$ cat src/rtl/led_pkg.sv
// Shared encodings for the LED sequencer: CPU register map, animation modes,
// ownership states, and 16-bit rotate helpers used by the shift modes.
package led_pkg;

    // CPU register map (address 3 is reserved and ignored)
    localparam logic [1:0] ADDR_PATTERN = 2'd0;
    localparam logic [1:0] ADDR_MODE    = 2'd1;
    localparam logic [1:0] ADDR_DIV     = 2'd2;

    typedef enum logic [1:0] {
        MODE_STATIC  = 2'd0,
        MODE_BLINK   = 2'd1,
        MODE_SHIFT_L = 2'd2,
        MODE_SHIFT_R = 2'd3
    } mode_e;

    typedef enum logic {
        ST_ANIM = 1'b0,
        ST_HW   = 1'b1
    } state_e;

    function automatic logic [15:0] rotl16(input logic [15:0] v);
        return {v[14:0], v[15]};
    endfunction

    function automatic logic [15:0] rotr16(input logic [15:0] v);
        return {v[0], v[15:1]};
    endfunction

endpackage

$ cat src/rtl/led_prescaler.sv
// Reloadable down-counter setting the animation rate.
//   clock, reset_n : clock, async active-low reset (count -> 0)
//   reload         : load div immediately (suppresses the countdown)
//   div            : reload value; period between ticks is div+1 cycles
//   tick           : high while the count sits at 0
module led_prescaler #(
    parameter int DIV_W = 26
) (
    input  logic             clock,
    input  logic             reset_n,
    input  logic             reload,
    input  logic [DIV_W-1:0] div,
    output logic             tick
);
    logic [DIV_W-1:0] count;

    assign tick = (count == '0);

    always_ff @(posedge clock or negedge reset_n) begin
        if (!reset_n)
            count <= '0;
        else if (reload || tick)
            count <= div;
        else
            count <= count - 1'b1;
    end
endmodule

$ cat src/rtl/led_sequencer.sv
// LED sequencer: CPU-programmed animation (static/blink/rotate) with a
// hardware requester that can take over the LEDs while hw_req is high.
//   clock, reset_n            : clock, async active-low reset
//   cpu_wr/addr/writedata     : register writes (PATTERN, MODE, DIV)
//   hw_req, hw_pattern        : hardware requester and its LED value
//   hw_gnt                    : high while the requester owns the LEDs
//   led_wr, led_writedata     : one-cycle LED register write, upper bits 0
module led_sequencer
    import led_pkg::*;
#(
    parameter int Dbits = 32,
    parameter int DIV_W = 26
) (
    input  logic             clock,
    input  logic             reset_n,
    input  logic             cpu_wr,
    input  logic [1:0]       cpu_addr,
    input  logic [Dbits-1:0] cpu_writedata,
    input  logic             hw_req,
    input  logic [15:0]      hw_pattern,
    output logic             hw_gnt,
    output logic             led_wr,
    output logic [Dbits-1:0] led_writedata
);
    state_e           state_q, state_d;
    mode_e            mode_q, mode_d;
    logic [15:0]      pattern_q, pattern_d;
    logic [DIV_W-1:0] div_q, div_d;
    logic [15:0]      cur_q, cur_d;
    logic [15:0]      data_q, data_d;
    logic             wr_q, wr_d;
    logic             phase_q, phase_d;   // blink: 1 = LEDs currently dark
    logic             reload, tick;
    logic             pat_wr, mode_wr, div_wr;
    logic             unused_bits;

    assign unused_bits = ^cpu_writedata;

    assign pat_wr  = cpu_wr && (cpu_addr == ADDR_PATTERN);
    assign mode_wr = cpu_wr && (cpu_addr == ADDR_MODE);
    assign div_wr  = cpu_wr && (cpu_addr == ADDR_DIV);

    assign hw_gnt        = (state_q == ST_HW);
    assign led_wr        = wr_q;
    assign led_writedata = Dbits'(data_q);

    // Reload takes the new DIV so a DIV write sets the period right away
    led_prescaler #(.DIV_W(DIV_W)) u_prescaler (
        .clock   (clock),
        .reset_n (reset_n),
        .reload  (reload),
        .div     (div_d),
        .tick    (tick)
    );

    always_comb begin
        state_d   = state_q;
        mode_d    = mode_q;
        pattern_d = pattern_q;
        div_d     = div_q;
        cur_d     = cur_q;
        data_d    = data_q;
        wr_d      = 1'b0;
        phase_d   = phase_q;
        reload    = 1'b0;

        // Register writes land in any state
        if (pat_wr)  pattern_d = cpu_writedata[15:0];
        if (mode_wr) mode_d    = mode_e'(cpu_writedata[1:0]);
        if (div_wr)  div_d     = DIV_W'(cpu_writedata);
        if (pat_wr || mode_wr || div_wr) begin
            reload  = 1'b1;
            phase_d = 1'b0;
        end

        case (state_q)
            ST_ANIM: begin
                if (hw_req) begin
                    // Requester wins over any CPU write or tick this cycle
                    state_d = ST_HW;
                    cur_d   = hw_pattern;
                    data_d  = hw_pattern;
                    wr_d    = 1'b1;
                    reload  = 1'b1;
                end else if (pat_wr || mode_wr) begin
                    cur_d  = pattern_d;
                    data_d = pattern_d;
                    wr_d   = 1'b1;
                end else if (tick && !div_wr) begin
                    case (mode_q)
                        MODE_BLINK: begin
                            phase_d = !phase_q;
                            data_d  = phase_q ? cur_q : 16'h0000;
                            wr_d    = 1'b1;
                        end
                        MODE_SHIFT_L: begin
                            cur_d  = rotl16(cur_q);
                            data_d = rotl16(cur_q);
                            wr_d   = 1'b1;
                        end
                        MODE_SHIFT_R: begin
                            cur_d  = rotr16(cur_q);
                            data_d = rotr16(cur_q);
                            wr_d   = 1'b1;
                        end
                        default: ;
                    endcase
                end
            end
            ST_HW: begin
                reload = 1'b1;
                if (!hw_req) begin
                    state_d = ST_ANIM;
                    cur_d   = pattern_d;
                    data_d  = pattern_d;
                    wr_d    = 1'b1;
                    phase_d = 1'b0;
                end else if (hw_pattern != cur_q) begin
                    cur_d  = hw_pattern;
                    data_d = hw_pattern;
                    wr_d   = 1'b1;
                end
            end
            default: state_d = ST_ANIM;
        endcase
    end

    always_ff @(posedge clock or negedge reset_n) begin
        if (!reset_n) begin
            state_q   <= ST_ANIM;
            mode_q    <= MODE_STATIC;
            pattern_q <= '0;
            div_q     <= '0;
            cur_q     <= '0;
            data_q    <= '0;
            wr_q      <= 1'b0;
            phase_q   <= 1'b0;
        end else begin
            state_q   <= state_d;
            mode_q    <= mode_d;
            pattern_q <= pattern_d;
            div_q     <= div_d;
            cur_q     <= cur_d;
            data_q    <= data_d;
            wr_q      <= wr_d;
            phase_q   <= phase_d;
        end
    end
endmodule

$ cat config.mk
export PLATFORM = sky130hd
export DESIGN_NAME = led_sequencer
export DESIGN_NICKNAME = d
export VERILOG_FILES = /design/src/rtl/led_pkg.sv /design/src/rtl/led_prescaler.sv /design/src/rtl/led_sequencer.sv
export SDC_FILE = /design/constraint.sdc
export NUM_CORES = 1
export LEC_CHECK = 0
export CORE_MARGIN = 2
export CORE_UTILIZATION = 44
export DETAILED_ROUTE_END_ITERATION = 6
export PLACE_DENSITY = 0.67
export SLEW_MARGIN = 20
export SYNTH_ARGS = -nofsm -noshare
export SYNTH_HDL_FRONTEND = slang
export SYNTH_SLANG_ARGS = --single-unit
export TNS_END_PERCENT = 5
$ cat constraint.sdc
create_clock -name clock -period 2.8 [get_ports clock]
set_input_delay 0.7 -clock clock [delete_from_list [all_inputs] [get_ports clock]]
set_output_delay 0.7 -clock clock [all_outputs]
set_load 0.05 [all_outputs]
# [Yosys cells after proc, flatten, opt, wreduce, memory -nomap -nowiden]
# Index checks and enable logic that the tools add are counted.
[totals] register_bits=105 latch_bits=0 ramBits=0 mem_bits_ro=0 input_bits=54 out_inout_bits=34 word_cells=69 mem_count=0
[classes] addsub=1 multipliers=0 n_div=0 order_cmp=0 eq_ne=10 shift=0 n_mux=34 bitwise=1 n_reduce_logical=14
[ops] cell="$mux 16" n=10
[ops] cell="$pmux 16 s2" n=3
[ops] cell="$mux 26" n=2
[ops] cell="$pmux 16 s3" n=1
[ops] cell="$logic_not 26->1" n=1
[ops] cell="$sub 26x1->26 const B" n=1
[ops] cell="$ne 16x16->1" n=1
[ops] cell="$mux 1" n=15
[ops] cell="$eq 2x2->1 const B" n=3
[ops] cell="$ne 6x3->1 const B" n=1
[ops] cell="$pmux 1 s2" n=3
[ops] cell="$reduce_and 3->1" n=2
[ops] cell="$ne 5x3->1 const B" n=1
[ops] cell="$eq 2x1->1 const B" n=2
[ops] cell="$logic_and 1x1->1" n=4
[ops] cell="$ne 4x4->1 const B" n=1
[ops] cell="$logic_or 1x1->1" n=3
[ops] cell="$ne 3x2->1 const B" n=1
[ops] cell="$reduce_or 3->1" n=1
[ops] cell="$logic_not 1->1" n=2
[ops] cell="$logic_not 2->1" n=1
[ops] cell="$not 1->1" n=1

# [Logic depth before layout (Yosys ltp)]
# Gate-level depths: netlist of the first run.
[logic_depth] word_depth=10 ltp_mapped=9 depth_no_buf=8

# [Hierarchy]
# From an unflattened synthesis of the first run, not the netlist that was laid out.
[unflattened] hier_cells=621 hier_area_um2=6094.6
[modules_own_cells] module="led_sequencer" instances=1 cells_per_inst=456 area_per_inst_um2=4647.0 seq_area_each_um2=1976.9
[modules_own_cells] module="led_prescaler" instances=1 cells_per_inst=165 area_per_inst_um2=1447.6 seq_area_each_um2=650.6

# [Worst setup path after synthesis of the first run]
# Ideal clock, no wire load.
[synth_path] path_type="input port to flip-flop" from="in cpu_addr[1]" to="reg cur_q[10]" setup_time_ps=127 arrival_time_ps=2543 required_ps=2673 setup_slack_ps=130 cell_stages=7 path_buffers=1 cell_sequence="nor3b_1 -> buf_2 -> mux2_2 -> nor2_1 -> nor2_1 -> a22o_1 -> mux2_1"
[synth_via] elab_chain_len=6 word_cells_on_any_way=17 classes_between="eq/ne: 4; mux: 5; reduce/logical: 8"
[synth_rtl] element="start, declared" line_no="led_sequencer.sv:17" text="input logic [1:0] cpu_addr,"
[synth_rtl] element="$logic_not 2->1 *" line_no="led_sequencer.sv:39" text="assign pat_wr = cpu_wr && (cpu_addr == ADDR_PATTERN);"
[synth_rtl] element="$logic_and 1x1->1 *" line_no="led_sequencer.sv:39"
[synth_rtl] element="$mux 16 *" line_no="led_sequencer.sv:68" text="if (pat_wr) pattern_d = cpu_writedata[15:0];"
[synth_rtl] element="via pattern_d[10]" line_no="led_sequencer.sv:27" text="logic [15:0] pattern_q, pattern_d;"
[synth_rtl] element="$mux 16" line_no="led_sequencer.sv:85" text="end else if (pat_wr || mode_wr) begin"
[synth_rtl] element="$mux 16" line_no="led_sequencer.sv:78" text="if (hw_req) begin"
[synth_rtl] element="$pmux 16 s2 *" line_no="led_sequencer.sv:76" text="case (state_q)"
[synth_rtl] element="end signal, assigned" line_no="led_sequencer.sv:143" text="cur_q <= cur_d;"
[synth_rtl] element="end, declared" line_no="led_sequencer.sv:29" text="logic [15:0] cur_q, cur_d;"
# Mark *: on every way through the listed nets, which the timed path passes. The rest lies on a longest branch.
# A chain may end at the register's enable or synchronous reset.

# [Final worst setup path of the first run]
[layout_path] from="reg u_prescaler.count[18]" to="reg cur_q[0]"
[layout_via] elab_chain_len=4
[layout_rtl] element="start, declared" line_no="led_prescaler.sv:15" text="logic [DIV_W-1:0] count;"
[layout_rtl] element="start signal, assigned" line_no="led_prescaler.sv:23" text="count <= div;"
[layout_rtl] element="start signal, assigned" line_no="led_prescaler.sv:25" text="count <= count - 1'b1;"
[layout_rtl] element="$logic_not 26->1" line_no="led_prescaler.sv:17" text="assign tick = (count == '0);"
[layout_rtl] element="$logic_and 1x1->1" line_no="led_sequencer.sv:89" text="end else if (tick && !div_wr) begin"
[layout_rtl] element="$ne 4x4->1 (no source line)"
[layout_rtl] element="$reduce_and 3->1 (no source line)"
# Every way passes these cells.

==> results of run 1 <==
==> layout make-up <==
cell class	count	area [µm²]
multi-input combinational	388	3010
tap	176	220
inverter	5	18.8
clock buffer	9	225
clock inverter	7	61.3
timing repair buffer	106	1030
sequential	105	2630
fill	1152	6000
==> cells in the mapped netlist, drive strengths merged (7+ instances only) <==
library cell,n
a22o,32
a31oi,17
buf,29
clkbuf,33
dfrtp,105
mux2,102
mux2i,16
nand2,43
nand3,19
nor2,43
nor3,7
nor4,9
o21ai,16
xnor2,18
xor2,20
==> what timing repair did <==
item,4_1_cts,5_1_grt
resized for setup,0,0
setup buffers,3,1
endpoints found under the setup margin,32,16
pin swaps,2,1
==> cells by family after synthesis <==
kind of cell / count (synthesis) / synth area share
adder cells (fa/ha/maj): 1 / 0.00211
AO/OA/AOI/OAI: 71 / 0.0897
other: 1 / 0.000634
XOR/XNOR: 38 / 0.0562
flip-flops: 105 / 0.444
buffers and inverters: 67 / 0.0584
multiplexers: 118 / 0.227
AND/OR/NAND/NOR: 144 / 0.122
==> power by group <==
group          switching [µW]  internal [µW]  total, µW
Combinational             727            670       1400
Clock                     629            623       1250
Sequential                213           1790       2010
Total                    1570           3090       4650
==> critical path, stage by stage (launching register included) <==
cell and delay [ns]:
dfrtp_1 0.40, or3_4 0.39, or4_4 0.51, nor4_4 0.27
nand3_1 0.21, a21oi_4 0.21, buf_12 0.18, mux2_2 0.35
==> metrics by stage <==
step | TNS, ns | worst slack (ns) | total power, µW | instance area, µm² | hold slack (ns)
2_1_floorplan | 0 | 0.130 | 2960 | 5970 | 0.404
3_3_place_gp | -3.51 | -0.178 | 3360 | 6850 | 0.477
6_report | 0 | 0.161 | 4650 | 7190 | 0.324
5_1_grt | 0 | 0.0899 | 4900 | 7190 | 0.358
3_5_place_dp | -4.40 | -0.201 | 3420 | 6850 | 0.482
4_1_cts | -0.582 | -0.0524 | 4690 | 7170 | 0.340
==> state kept, by name (all words and copies together) (netlist names) <==
signal / flops
cur_q: 16
data_q: 16
div_q: 26
hw_gnt: 1
led_wr: 1
mode_q: 2
pattern_q: 16
phase_q: 1
u_prescaler.count: 26
==> layout by cell type (no fill, tap or decap), types with 3 or more instances in the layout <==
cell type / synthesis / final
or3_1: 3 / 3
a22o_1: 32 / 32
buf_12: 1 / 6
nor3_1: 7 / 7
inv_1: 5 / 5
clkbuf_16: 0 / 9
nand2_1: 43 / 43
a31oi_1: 17 / 17
mux2i_1: 16 / 16
nand3_1: 19 / 19
buf_4: 18 / 36
clkdlybuf4s50_1: 0 / 63
nand4_1: 4 / 4
xnor2_1: 18 / 18
nor2b_1: 3 / 3
mux2_2: 83 / 83
xor2_1: 20 / 20
or4_1: 3 / 3
o21ai_0: 16 / 16
dfrtp_1: 105 / 105
mux2_1: 10 / 10
nor2_1: 43 / 42
conb_1: 1 / 16
nor4_1: 6 / 6
mux2_4: 9 / 9
==> final timing paths <==
check / startpoint / endpoint / slack, ns / cells after the start
min reg2reg: div_q[4] / div_q[4] / 0.50 / 1
max reg2reg: u_prescaler.count[18] / cur_q[0] / 0.16 / 7
max in group asynchronous: reset_n / cur_q[2] / 1.82 / 2
min in group clock: div_q[4] / div_q[4] / 0.50 / 1
min: reset_n / div_q[20] / 0.32 / 1
max: u_prescaler.count[18] / cur_q[0] / 0.16 / 7
==> layer usage <==
metal	vias to the layer above	share of wire
li1	2034	-
met1	2215	0.43
met2	136	0.50
met3	23	0.052
met4	0	0.023
met5	-	0
==> results.py, run 1 <==
metrics = {
    "power_and_ir_drop": {
        "vdd_ir_drop_max_mv": 0.478,
        "power_density_nw_per_um2": 648,
        "p_leak_uw": 0.00311,
    },
    "clock_network": {
        "cts-root-buf": "clkbuf_16",
        "insertion_delay_ns": 0.37,
        "ctsHoldBuffers": 0,
        "clkSinkCount": 105,
        "cts_buffers": 9,
        "cts_tree": "built",
        "clkTransAtPathRegs_ns": 0.08,
        "htree_levels": 3,
        "clock_path_buffers": 2,
    },
    "synth": {
        "synth_area_leaders": "dfrtp_1, mux2_2, a22o_1, xor2_1, nand2_1",
        "syn_inst": 545,
        "yosysTopAreaCell": "dfrtp_1",
        "yosysSeqAreaShare": 0.444,
        "syn_area_um2": 5920,
        "syn_area_per_cell_um2": 10.9,
        "yosysTopAreaCellShare": 0.444,
        "synth_cell_types": 43,
        "ys.flop_type": "dfrtp_1",
        "synth-edff-count": 0,
        "ys_ff_latch": 105,
        "async_flop_share": 1.00,
        "yosysWarningCount": 0,
    },
    "route": {
        "vias": 4408,
        "drt_iter0_drc": 324,
        "drt_wl_total_um": 14000,
        "antenna_left": 0,
        "drt-pass1-iter-count": 5,
        "wl_per_cell_um": 17.6,
        "drt-vias-per-instance": 5.54,
        "route.detailed.drc": 0,
    },
    "run": {
        "drv_cap": 0,
    },
    "floorplanning": {
        "rows": 42,
        "pin_count": 88,
        "core_area_um2": 13200,
        "initial_core_util": 0.449,
        "die_h_um": 120,
        "dieArea_um2": 14400,
        "die_x_um": 120,
    },
    "timing": {
        "fmax_mhz": 379,
        "skew_ns": 0.0113,
        "report.final.setup_viol": 0,
        "finalHoldViolCount": 0,
        "grt_setup_unrepaired": "no",
        "slew_headroom": 0.431,
        "fin_crit_sh": 0.943,
        "finalMaxSlewViolations": 0,
        "worst_pin_slew_ns": 0.853,
        "layout_min_cycle_time_ns": 2.64,
    },
    "outcome": {
        "status": "finished, final reports clean",
    },
    "final_layout": {
        "syn_to_final_growth_pct": 21.5,
        "fin_util": 0.545,
        "drive_above_1_share": 0.263,
        "nets": 670,
        "finalNonFillerCells": 796,
        "n_antenna_cell": 0,
    },
    "setup_path": {
        "crit_required_ns": 3.05,
        "worstPathArrival_ns": 2.89,
        "startpoint_type": "flip-flop",
        "path_max_fanout": 16,
        "crit_type": "flip-flop to flip-flop",
        "cp-end-kind": "flip-flop",
    },
    "global_route": {
        "met1_usage": 0.257,
        "antenna_found_initial": 0,
        "first_global_vias": 4403,
        "use_met2": 0.329,
        "grt.busiest_layer": "met2",
        "grt_max_degree": 43,
        "grtUsageMet3": 0.0518,
        "grt_pass1_wl_um": 22400,
        "grt_use_total": 0.201,
        "grt_remaining_overflow": 0,
    },
    "placement": {
        "hpwl_um": 9740,
        "gp_congestion": 0.837,
        "dpl.cell_count": 776,
        "portBuffers": 65,
    },
    "hold_path": {
        "hold_path.class": "input port to async pin",
    },
}
(Power assumes the default switching activity.)
==> run 2, diff against run 1 <==
CORE_MARGIN = default   (was 2)
SETUP_SLACK_MARGIN = 0.3   (was default)
==> run 2 against run 1 <==
Against the previous run: global-route usage is 0.62 points higher; setup slack worse by 0.015 ns; clock skew is 0.0026 ns lower; critical path depth stayed put; worst hold slack worse by 0.071 ns.
==> results.py, run 2 (synthesized netlist as in run 1, its figures left out) <==
metrics = {
    "outcome": {
        "status": "finished, final reports clean",
    },
    "clock_network": {
        "insertion_delay_ns": 0.36,
        "clkSinkCount": 105,
        "htree_levels": 3,
        "cts_buffers": 9,
        "cts_tree": "built",
        "clkTransAtPathRegs_ns": 0.07,
        "clock_path_buffers": 2,
        "cts-root-buf": "clkbuf_16",
    },
    "route": {
        "drt-pass1-iter-count": 4,
        "route.detailed.drc": 0,
        "vias": 4304,
        "antenna_left": 0,
        "drt-vias-per-instance": 5.43,
        "wl_per_cell_um": 17.1,
        "drt_wl_total_um": 13600,
        "drt_iter0_drc": 279,
    },
    "setup_path": {
        "worstPathArrival_ns": 2.89,
        "slowest_stage": "or4_4",
        "cp-end-kind": "flip-flop",
        "crit_type": "flip-flop to flip-flop",
        "worst-path-buf-inv": 1,
        "startpoint_type": "flip-flop",
        "max_stage_delay_ns": 0.51,
        "crit_required_ns": 3.04,
        "worstPathCellList": "or3_4, or4_4, nor4_4, o211ai_1, a21oi_4, buf_12, mux2_2",
        "cp_top_family": "simple AND/OR/NAND/NOR gates",
        "path_max_fanout": 9,
    },
    "floorplanning": {
        "pin_count": 88,
        "core_area_um2": 13200,
        "initial_core_util": 0.449,
        "rows": 42,
        "dieArea_um2": 13900,
        "die_x_um": 118,
        "die_h_um": 118,
    },
    "final_layout": {
        "n_antenna_cell": 0,
        "final_area_um2": 7160,
        "fin_util": 0.543,
        "syn_to_final_growth_pct": 21.0,
        "drive_above_1_share": 0.258,
        "final_cell_mix": "dfrtp_1, mux2_2, clkdlybuf4s50_1, nand2_1, nor2_1",
        "final_common_cell": "dfrtp_1",
        "reg_top3": "div_q: 26 flops, u_prescaler.count: 26 flops",
        "finalNonFillerCells": 792,
        "nets": 666,
    },
    "global_route": {
        "grt_max_degree": 46,
        "antenna_found_initial": 0,
        "grt_use_total": 0.207,
        "grt_pass1_wl_um": 22500,
        "first_global_vias": 4406,
        "grt_remaining_overflow": 0,
    },
    "placement": {
        "hpwl_um": 9440,
        "gp_congestion": 0.829,
        "portBuffers": 65,
        "dpl_cell_area_um2": 6800,
        "dpl.cell_count": 771,
    },
    "timing": {
        "holdWs_ns": 0.253,
        "slew_headroom": 0.427,
        "fmax_mhz": 377,
        "finalHoldViolCount": 0,
        "layout_min_cycle_time_ns": 2.65,
        "fin_crit_sh": 0.948,
        "report.final.setup_viol": 0,
        "skew_ns": 0.00869,
        "worst_pin_slew_ns": 0.859,
        "grt_setup_unrepaired": "yes",
        "finalMaxSlewViolations": 0,
    },
    "power_and_ir_drop": {
        "power_density_nw_per_um2": 646,
        "vdd_ir_drop_max_mv": 0.365,
        "p_leak_uw": 0.00310,
    },
    "hold_path": {
        "hold_path.class": "input port to async pin",
    },
    "run": {
        "drv_cap": 0,
    },
}
[run 2: area by class of cell]
class / instances / area [µm²]
fillers: 1146 / 6030
multi-input cells: 388 / 3020
flip-flops and latches: 105 / 2630
repair buffers: 102 / 983
clock buffers: 11 / 253
well taps: 176 / 220
clock inverters: 5 / 37.5
inverters: 5 / 18.8
[run 2: final timing paths]
kind	to	start	cells after the start	slack, ns
hold reg to reg	div_q[18]	div_q[18]	1	0.49
setup reg to reg	data_q[15]	u_prescaler.count[19]	7	0.15
max in group asynchronous	data_q[1]	reset_n	2	1.77
hold / removal	u_prescaler.count[20]	reset_n	1	0.25
min in group clock	div_q[18]	div_q[18]	1	0.49
setup / recovery	data_q[15]	u_prescaler.count[19]	7	0.15
[run 2: layer usage]
layer	vias up	global-route usage	part of all wire
li1	2025	-	-
met1	2153	0.273	0.45
met2	108	0.338	0.49
met3	18	0.0368	0.045
met4	0	0.0841	0.020
met5	-	0	0
[run 2: where the power goes]
part | total (µW) | leakage, µW | internal, µW | switching (µW)
clock network | 1240 | 0.000138 | 655 | 588
logic | 1370 | 0.00171 | 658 | 713
registers | 2010 | 0.00125 | 1790 | 216
[run 2: stage by stage]
step	worst slack (ns)	TNS [ns]	power, µW
6_report	0.146	0	4620
3_5_place_dp	-0.251	-7.47	3400
5_1_grt	0.0570	0	4860
4_1_cts	0.160	0	4650
3_3_place_gp	-0.217	-6.44	3340
2_1_floorplan	0.264	0	2960
[run 2: timing repair]
item	4_1_cts	5_1_grt
hold buffers	0	0
pin swaps	2	0
endpoints found under the setup margin	59	58
buffers inserted	5	0
gates cloned	0	0
gates resized for setup	1	0
==> run 3, diff against run 2 <==
ABC_CLOCK_PERIOD_IN_PS = 2800   (was default)
CORE_UTILIZATION = 55   (was 44)
CTS_CLUSTER_SIZE = 28   (was default)
PLACE_DENSITY = 0.81   (was 0.67)
==> run 3 against run 2 <==
Against the previous run: design area shrank 1.6%; non-clock buffer count unchanged; worst hold slack better by 0.027 ns; flip-flop and latch count did not move; sequential share of layout area grew 0.59 points; power fell by 7.8%; utilization is 14 points higher; register-to-register slack got worse by 0.04 ns.
==> results.py, run 3 (synthesized netlist as in run 1, its figures left out) <==
metrics = {
    "outcome": {
        "status": "finished, final reports clean",
    },
    "placement": {
        "hpwl_um": 9400,
        "portBuffers": 65,
        "dp_worst_setup_slack_ns": -0.0954,
        "dpl.cell_count": 723,
        "dpl_cell_area_um2": 6720,
        "gp_congestion": 0.870,
    },
    "power_and_ir_drop": {
        "p_leak_uw": 0.00305,
        "power_density_nw_per_um2": 605,
        "vdd_ir_drop_max_mv": 0.317,
    },
    "setup_path": {
        "crit_type": "flip-flop to flip-flop",
        "slowest_stage": "or4_4",
        "path_max_fanout": 16,
        "crit_required_ns": 3.07,
        "max_stage_delay_ns": 0.52,
        "r2r.worst_path.cells": 8,
        "cp-end-kind": "flip-flop",
        "worstPathCellList": "or3_4, or4_4, nor4_4, buf_4, nand3_1, a21oi_4, buf_12, mux2_2",
        "startpoint_type": "flip-flop",
        "r2r_end": "cur_q[4]",
        "r2r_slack_ns": 0.10,
        "rr_startpoint": "u_prescaler.count[23]",
        "worstPathArrival_ns": 2.97,
    },
    "route": {
        "drt-pass1-iter-count": 7,
        "antenna_left": 0,
        "drt_iter0_drc": 313,
        "route.detailed.drc": 0,
        "wl_per_cell_um": 17.9,
        "drt-vias-per-instance": 5.94,
        "vias": 4469,
        "drt_wl_total_um": 13500,
    },
    "final_layout": {
        "drive_above_1_share": 0.258,
        "finalNonFillerCells": 752,
        "fin_util": 0.679,
        "final_area_um2": 7040,
        "final_common_cell": "dfrtp_1",
        "final_cell_mix": "dfrtp_1, mux2_2, clkdlybuf4s50_1, nand2_1, nor2_1",
        "reg_top3": "div_q: 26 flops, u_prescaler.count: 26 flops",
        "nets": 666,
        "syn_to_final_growth_pct": 19.1,
        "n_antenna_cell": 0,
    },
    "timing": {
        "skew_ns": 0.0114,
        "layout_min_cycle_time_ns": 2.70,
        "finalMaxSlewViolations": 0,
        "fin_crit_sh": 0.963,
        "fmax_mhz": 371,
        "report.final.setup_viol": 0,
        "fin_ws_ns": 0.103,
        "finalHoldViolCount": 0,
        "worst_pin_slew_ns": 0.870,
        "slew_headroom": 0.420,
        "grt_setup_unrepaired": "yes",
    },
    "run": {
        "drv_cap": 0,
    },
    "global_route": {
        "grt_use_total": 0.258,
        "grt_pass1_wl_um": 22500,
        "first_global_vias": 4519,
        "grt_max_degree": 44,
        "antenna_found_initial": 0,
        "grt_remaining_overflow": 0,
    },
    "clock_network": {
        "cts_tree": "built",
        "clkSinkCount": 105,
        "clkTransAtPathRegs_ns": 0.11,
        "clock_path_buffers": 2,
        "cts-root-buf": "clkbuf_8",
        "insertion_delay_ns": 0.38,
        "htree_levels": 3,
        "cts_buffers": 9,
    },
    "floorplanning": {
        "dieArea_um2": 11200,
        "die_x_um": 106,
        "rows": 37,
        "die_h_um": 106,
        "pin_count": 88,
        "core_area_um2": 10400,
        "initial_core_util": 0.571,
    },
    "hold_path": {
        "hold_path.class": "input port to async pin",
    },
}
==> run 3: cell types whose count changed in the layout (fill, tap and decap cells not counted), moves of 2 or more <==
cell | before | now
buf_4 | 33 | 30
clkbuf_8 | 2 | 9
nor4_2 | 1 | 3
buf_16 | 0 | 2
clkbuf_16 | 9 | 0
==> run 3: cell type report <==
class                           instances  area [µm²]
Tap cell                              136         170
Fill cell                             764        3330
Timing Repair Buffer                  102        1030
Clock inverter                          6        48.8
Inverter                                5        18.8
Sequential cell                       105        2630
Clock buffer                           10         128
Multi-Input combinational cell        388        3020
==> run 3: metrics by stage <==
| stage | power (µW) | TNS (ns) | hold slack, ns |
|---|---|---|---|
| after floorplan | 2960 | 0 | 0.404 |
| after global placement | 3280 | -0.843 | 0.476 |
| after detailed placement | 3350 | -2.38 | 0.480 |
| after CTS | 4260 | 0 | 0.298 |
| after global routing | 4490 | 0 | 0.311 |
| final | 4260 | 0 | 0.280 |
==> run 3: critical path: cells and delay by family, from the launching register on <==
family,cells,cell delay (ns)
AO/OA/AOI/OAI,1,0.20
AND/OR/NAND/NOR,4,1.24
multiplexers,1,0.35
buffers and inverters,2,0.37
flip-flops,1,0.41
==> run 3: where the power goes <==
part           leakage [µW]  switching, µW  internal [µW]
Combinational       0.00172            698            643
Clock             0.0000852            550            335
Sequential          0.00125            245           1790
==> run 3: layer usage <==
layer	part of all wire	global-route usage
met5	0	0
met4	0.031	0.110
met3	0.068	0.0439
met2	0.49	0.431
met1	0.41	0.331
==> run 3: how the worst max path moves through the flow <==
| stage | slack, ns | startpoint | cells past startpoint | end |
|---|---|---|---|---|
| after floorplan | 0.26 | u_prescaler.count[18] | 7 | data_q[10] |
| after global placement | -0.04 | hw_pattern[3] | 9 | data_q[14] |
| after detailed placement | -0.1 | hw_pattern[3] | 9 | data_q[7] |
| after CTS | 0.07 | u_prescaler.count[22] | 8 | data_q[5] |
| after global routing | 0.07 | u_prescaler.count[23] | 8 | cur_q[5] |
| final | 0.10 | u_prescaler.count[23] | 8 | cur_q[4] |
==> run 3: repair_timing <==
item / CTS / global route
pin swaps: 4 / 4
gates cloned: 2 / 0
resized for setup: 3 / 2
hold buffers: 0 / 0
setup endpoints to repair: 58 / 58
hold endpoints to repair: 0 / 0
buffers inserted: 8 / 3
